`src/rtl/uart_tx_scheduler.sv`:
```
`default_nettype none
// ============================================================================
// Module      : uart_tx_scheduler
// Description : Round-robin scheduler that shares one UART transmit path
//               (external combinational framer plus serial shifter) between
//               N_REQ byte requesters. Each granted byte is presented to the
//               framer for one cycle, the returned frame is captured and then
//               shifted out LSB-first, one bit per baud_tick.
// Revision    : 1.0 - initial release
// ============================================================================
module uart_tx_scheduler #(
    parameter int N_REQ = 4,
    parameter int IDW   = $clog2(N_REQ)
) (
    input  logic                 clk,
    input  logic                 rst,
    input  logic                 baud_tick,
    input  logic [N_REQ-1:0]     req_valid,
    input  logic [8*N_REQ-1:0]   req_data,
    output logic [N_REQ-1:0]     req_ack,
    input  logic [1:0]           cfg_parity,
    input  logic                 cfg_data_length,
    input  logic                 cfg_stop_bits,
    output logic [7:0]           fr_data,
    output logic [1:0]           fr_parity_type,
    output logic                 fr_data_length,
    output logic                 fr_stop_bits,
    output logic                 fr_tx_active,
    input  logic [10:0]          fr_frame,
    output logic                 tx,
    output logic                 busy,
    output logic [IDW-1:0]       grant_id,
    output logic                 frame_done,
    output logic                 cfg_err
);

    typedef enum logic [1:0] {
        S_IDLE  = 2'd0,
        S_LOAD  = 2'd1,
        S_SHIFT = 2'd2
    } state_t;

    // Pointer starts at the last index so requester 0 wins the first search.
    localparam logic [IDW-1:0] c_RR_INIT    = IDW'(N_REQ - 1);
    localparam logic [3:0]     c_LEN_PARITY = 4'd11;
    localparam logic [3:0]     c_LEN_PLAIN  = 4'd10;

    state_t          r_state;
    state_t          w_next_state;
    logic [IDW-1:0]  r_rr_ptr;
    logic [IDW-1:0]  r_grant_id;
    logic [IDW-1:0]  w_grant_idx;
    logic            w_grant_found;
    logic [IDW:0]    w_scan_sum;
    logic            w_grant;
    logic            w_last_tick;
    logic            w_cfg_has_parity;
    logic [10:0]     r_shreg;
    logic [3:0]      r_bit_cnt;
    logic [3:0]      r_frame_len;
    logic [7:0]      r_fr_data;
    logic [1:0]      r_fr_parity;
    logic            r_fr_len;
    logic            r_fr_stop;
    logic            r_frame_done;

    // Only 7-bit/2-stop and 8-bit/1-stop are legal; parity code never is an error.
    assign cfg_err          = ~(cfg_data_length ^ cfg_stop_bits);
    assign w_cfg_has_parity = cfg_parity[0] ^ cfg_parity[1];

    assign w_grant     = (r_state == S_IDLE) && w_grant_found && !cfg_err;
    assign w_last_tick = (r_state == S_SHIFT) && baud_tick
                         && (r_bit_cnt == (r_frame_len - 4'd1));

    assign fr_data        = r_fr_data;
    assign fr_parity_type = r_fr_parity;
    assign fr_data_length = r_fr_len;
    assign fr_stop_bits   = r_fr_stop;
    assign grant_id       = r_grant_id;
    assign frame_done     = r_frame_done;

    // Round-robin search: first valid requester after the pointer, with wrap.
    always_comb begin
        w_grant_found = 1'b0;
        w_grant_idx   = '0;
        w_scan_sum    = '0;
        for (int k = 1; k <= N_REQ; k++) begin
            w_scan_sum = {1'b0, r_rr_ptr} + (IDW+1)'(k);
            if (w_scan_sum >= (IDW+1)'(N_REQ)) begin
                w_scan_sum = w_scan_sum - (IDW+1)'(N_REQ);
            end
            if (!w_grant_found && req_valid[w_scan_sum[IDW-1:0]]) begin
                w_grant_found = 1'b1;
                w_grant_idx   = w_scan_sum[IDW-1:0];
            end
        end
    end

    // State register.
    always_ff @(posedge clk or negedge rst) begin
        if (!rst) begin
            r_state <= S_IDLE;
        end else begin
            r_state <= w_next_state;
        end
    end

    // Next-state decode and state-derived outputs; tx is forced idle outside SHIFT.
    always_comb begin
        w_next_state = r_state;
        fr_tx_active = 1'b0;
        req_ack      = '0;
        tx           = 1'b1;
        busy         = 1'b1;
        case (r_state)
            S_IDLE: begin
                busy = 1'b0;
                if (w_grant) begin
                    w_next_state = S_LOAD;
                end
            end
            S_LOAD: begin
                fr_tx_active          = 1'b1;
                req_ack[r_grant_id]   = 1'b1;
                w_next_state          = S_SHIFT;
            end
            S_SHIFT: begin
                tx = r_shreg[0];
                if (w_last_tick) begin
                    w_next_state = S_IDLE;
                end
            end
            default: begin
                busy         = 1'b0;
                w_next_state = S_IDLE;
            end
        endcase
    end

    // Grant bookkeeping: latch byte, line config and frame length at grant time.
    always_ff @(posedge clk or negedge rst) begin
        if (!rst) begin
            r_grant_id  <= '0;
            r_rr_ptr    <= c_RR_INIT;
            r_fr_data   <= '0;
            r_fr_parity <= '0;
            r_fr_len    <= 1'b0;
            r_fr_stop   <= 1'b0;
            r_frame_len <= c_LEN_PLAIN;
        end else if (w_grant) begin
            r_grant_id  <= w_grant_idx;
            r_rr_ptr    <= w_grant_idx;
            r_fr_data   <= req_data[{w_grant_idx, 3'b000} +: 8];
            r_fr_parity <= cfg_parity;
            r_fr_len    <= cfg_data_length;
            r_fr_stop   <= cfg_stop_bits;
            r_frame_len <= w_cfg_has_parity ? c_LEN_PARITY : c_LEN_PLAIN;
        end
    end

    // Frame shifter: capture framer output in LOAD, shift right with 1-fill per tick.
    always_ff @(posedge clk or negedge rst) begin
        if (!rst) begin
            r_shreg   <= '1;
            r_bit_cnt <= '0;
        end else if (r_state == S_LOAD) begin
            r_shreg   <= fr_frame;
            r_bit_cnt <= '0;
        end else if ((r_state == S_SHIFT) && baud_tick) begin
            r_shreg   <= {1'b1, r_shreg[10:1]};
            r_bit_cnt <= r_bit_cnt + 4'd1;
        end
    end

    // One-cycle completion pulse in the cycle after the last bit period.
    always_ff @(posedge clk or negedge rst) begin
        if (!rst) begin
            r_frame_done <= 1'b0;
        end else begin
            r_frame_done <= w_last_tick;
        end
    end

endmodule
`default_nettype wire

```
`config.mk`:
```
export PLATFORM = sky130hd
export DESIGN_NAME = uart_tx_scheduler
export DESIGN_NICKNAME = d
export VERILOG_FILES = /design/src/rtl/uart_tx_scheduler.sv
export SDC_FILE = /design/constraint.sdc
export NUM_CORES = 1
export LEC_CHECK = 0
export ABC_AREA = 1
export CAP_MARGIN = 10
export CORE_MARGIN = 10
export CORE_UTILIZATION = 29
export CTS_BUF_LIST = sky130_fd_sc_hd__clkbuf_4 sky130_fd_sc_hd__clkbuf_8
export CTS_CLUSTER_SIZE = 16
export DETAILED_ROUTE_END_ITERATION = 10
export SLEW_MARGIN = 15
export SYNTH_ARGS = -nofsm -noshare
export SYNTH_HDL_FRONTEND = slang
export SYNTH_SLANG_ARGS = --single-unit
```
`constraint.sdc`:
```
create_clock -name clk -period 3.3 [get_ports clk]
set_clock_uncertainty 0.05 [all_clocks]
set_input_delay 0.33 -clock clk [delete_from_list [all_inputs] [get_ports clk]]
set_output_delay 0.33 -clock clk [all_outputs]
set_load 0.02 [all_outputs]
```
==> results.yml <==
timing:
  tightest_slew_ps: 769
  fin_setup_tns_ps: 0
  final-max-slew-violation-count: 0
  slew_headroom_pct: 48.8
  finalCriticalPeriod_ps: 2850
  fin_crit_sh_pct: 86.4
  finalSetupViolCount: 0
  fmax_ghz: 0.351
  hold_viol: 0
  rsz0062_at_grt: "false"
cells_and_area:
  multi_input_area_mm2: 0.00110
  seq_area_um2: 892
  drive_gt1_share_pct: 10.2
  layout.nets: 450
  n_fill_cell: 803
  n_antenna_cell: 0
  synthToLayoutAreaGrowth_pct: 40.6
route:
  via_per_inst: 4.51
  vias: 2232
  final_antenna_net_count: 0
  first_iter_violations: 131
  dr.pass1.iters: 4
  wl_per_cell_um: 12.9
  drc: 0
  finalWirelength_um: 6400
clock_network:
  cts_tree: "yes"
  max-clock-path-buffers: 2
  cts_resized: 0
  cts_sinks: 35
  cts_hold_buf: 0
  htreeDepth: 2
  clock_latency_ps: 280
  clkTransAtPathRegs_ps: 70
  post_cts_buffers: 0
  numCtsBuffers: 5
  cts_root_buffer: "clkbuf_8"
placed_design:
  io_buffers: 76
  dpl.hpwl_um: 5000
  gp_congestion: 0.836
worst_setup_path:
  crit_fanout: 17
  cp_cell_sequence: "inv_1 > ha_1 > buf_4 > clkinv_1 > nor3_1 > clkdlybuf4s50_1"
  critPathSlowestCell: "clkdlybuf4s50_1"
  r2r_cells: 11
  worst_setup_path_start_kind: "flip-flop"
  cpLargestDelayFamily: "buffers and inverters"
  crit_path_max_incr_delay_ps: 640
  cp.depth: 6
  worst-setup-path-type: "reg -> out"
  path_buf_inv: 4
  crit_arrival_ps: 2470
  worst_r2r_startpoint: "r_rr_ptr[0]"
  cp-end-kind: "output pin"
  required_ps: 2920
  crit_start: "r_state[1]"
  r2r_slack_ps: 890
  cp-endpoint: "req_ack[1]"
  r2r-end: "r_state[1]"
worst_hold_path:
  hold_path.class: "in -> async"
floorplanning:
  die-area_mm2: 0.0117
  core_mm2: 0.00765
  start_util_pct: 29.6
  ios: 77
  die_w_um: 108
  num_rows: 32
  fp.dieH_um: 108
global_routing:
  grt_usage_pct: 10.7
  antenna_found_initial: 0
  grt_pass1_vias: 2257
  grt_max_degree: 36
  overflow: 0
  grt_pass1_wl_um: 10500
flow_run:
  drv_cap: 0
synth:
  synthCells: 318
  synth_cell_types: 33
  yosys_warnings: 0
  ys_seq_elements: 35
  syn_area_mm2: 0.00227
  yosysSeqAreaShare_pct: 39.4
  syn_nets: 376
  avgSynthCellArea_um2: 7.13
run_status:
  status: "finished clean"
pwr:
  pwr_density_cell_mw_per_mm2: 1030
  peakVddDrop_mv: 0.359
  fin_total_pwr_mw: 3.27
  leakage_nw: 1.55
==> flip-flops by register name, indices dropped and copies added, names as in the netlist <==
register	count
r_shreg	11
fr_data	8
r_bit_cnt	4
fr_parity_type	2
grant_id	2
r_rr_ptr	2
r_state	2
fr_data_length	1
fr_stop_bits	1
frame_done	1
r_frame_len	1
==> worst reg2reg max path, cell delays in order (launching register included) <==
cell	delay (ps)
dfstp_2	680
nand2_1	90
nand2_1	100
nand2_1	70
nand2_1	80
inv_1	80
nand3_4	210
nand3_2	290
inv_2	350
o22ai_2	140
nand2_1	70
o21ai_0	70
==> layout by cell type, fill, tap and decap left out <==
| master | netlist | routed |
|---|---|---|
| a211oi_1 | 2 | 2 |
| a21oi_1 | 4 | 4 |
| a21oi_4 | 1 | 1 |
| a22oi_1 | 4 | 4 |
| buf_2 | 5 | 1 |
| buf_4 | 0 | 1 |
| clkbuf_4 | 0 | 2 |
| clkbuf_8 | 0 | 5 |
| clkdlybuf4s50_1 | 0 | 75 |
| clkinv_1 | 2 | 2 |
| clkinv_2 | 0 | 1 |
| dfrtp_1 | 22 | 22 |
| dfstp_2 | 13 | 13 |
| ha_1 | 4 | 4 |
| inv_1 | 49 | 49 |
| inv_2 | 3 | 3 |
| inv_6 | 1 | 1 |
| nand2_1 | 110 | 110 |
| nand2_2 | 3 | 3 |
| nand2_4 | 1 | 1 |
| nand3_1 | 27 | 27 |
| nand3_2 | 2 | 2 |
| nand3_4 | 2 | 2 |
| nand4_1 | 16 | 16 |
| nor2_1 | 8 | 8 |
| nor2_4 | 1 | 1 |
| nor3_1 | 6 | 6 |
| o211ai_1 | 5 | 5 |
| o21a_1 | 1 | 1 |
| o21ai_0 | 14 | 14 |
| o21ai_1 | 2 | 2 |
| o21ai_2 | 1 | 1 |
| o22ai_2 | 1 | 1 |
| or2_1 | 1 | 1 |
| or2_2 | 1 | 1 |
| xnor2_1 | 1 | 1 |
==> synthesized netlist by cell type, drive strengths merged <==
| cell | number | area [µm²] |
|---|---|---|
| nand3 | 31 | 190 |
| o211ai | 5 | 37.5 |
| a211oi | 2 | 15.0 |
| ha | 4 | 50.1 |
| buf | 7 | 47.5 |
| dfrtp | 22 | 551 |
| a21oi | 5 | 36.3 |
| or2 | 2 | 12.5 |
| xnor2 | 1 | 8.76 |
| clkinv | 2 | 7.51 |
| a22oi | 4 | 30.0 |
| inv | 53 | 204 |
| nor3 | 6 | 30.0 |
| o22ai | 1 | 12.5 |
| nand2 | 114 | 443 |
| nor2 | 9 | 41.3 |
| clkbuf | 3 | 11.3 |
| dfstp | 13 | 342 |
| nand4 | 16 | 100 |
| o21a | 1 | 7.51 |
| o21ai | 17 | 88.8 |
==> metrics by stage <==
stage	hold WS (ps)	cell area [µm²]	setup WS [ps]	utilization (%)	cells
final	73.7	3190	449	41.7	495
after CTS	98.0	3190	424	41.7	495
after global routing	130	3190	229	41.7	495
after floorplan	-15.6	2270	1120	-	318
after detailed placement	402	3100	738	40.5	487
after global placement	398	3100	780	40.5	487
==> where the power goes <==
| part | internal [mW] | switching, mW |
|---|---|---|
| registers | 0.685 | 0.146 |
| logic | 0.797 | 1.33 |
| clock network | 0.165 | 0.150 |
==> area by class of cell <==
cell class	count	area share (%)
clock inverters	1	0.157
inverters	55	6.64
flip-flops and latches	35	28.0
well taps	102	4.00
multi-input cells	218	34.6
clock buffers	7	2.63
repair buffers	77	23.9
==> kinds of logic (layout without fill, tap and decap cells) <==
family / after synthesis / in the layout / synth area share [%]
AO/OA/AOI/OAI: 35 / 35 / 10.1
XOR/XNOR: 1 / 1 / 0.387
adder cells (fa/ha/maj): 4 / 4 / 2.21
buffers and inverters: 65 / 140 / 11.9
flip-flops: 35 / 35 / 39.4
AND/OR/NAND/NOR: 178 / 178 / 36.1
==> layer usage <==
metal	vias up	share of wire (%)	global-route usage [%]
met5	-	0	0
met4	0	1.2	2.35
met3	6	8.2	4.16
met2	63	45	16.4
met1	998	46	13.8
li1	1165	-	-
==> how the worst min path moves through the flow <==
| stage | cells after the start | from | to | slack (ps) |
|---|---|---|---|---|
| 2_1_floorplan | 0 | rst | fr_data[0] | -20 |
| 3_3_place_gp | 1 | rst | r_bit_cnt[2] | 400 |
| 3_5_place_dp | 1 | rst | r_bit_cnt[3] | 400 |
| 4_1_cts | 1 | rst | r_bit_cnt[0] | 100 |
| 5_1_grt | 1 | rst | r_bit_cnt[0] | 130 |
| 6_report | 1 | rst | r_bit_cnt[0] | 70 |
No activity file was read; power rests on OpenSTA's default activity.
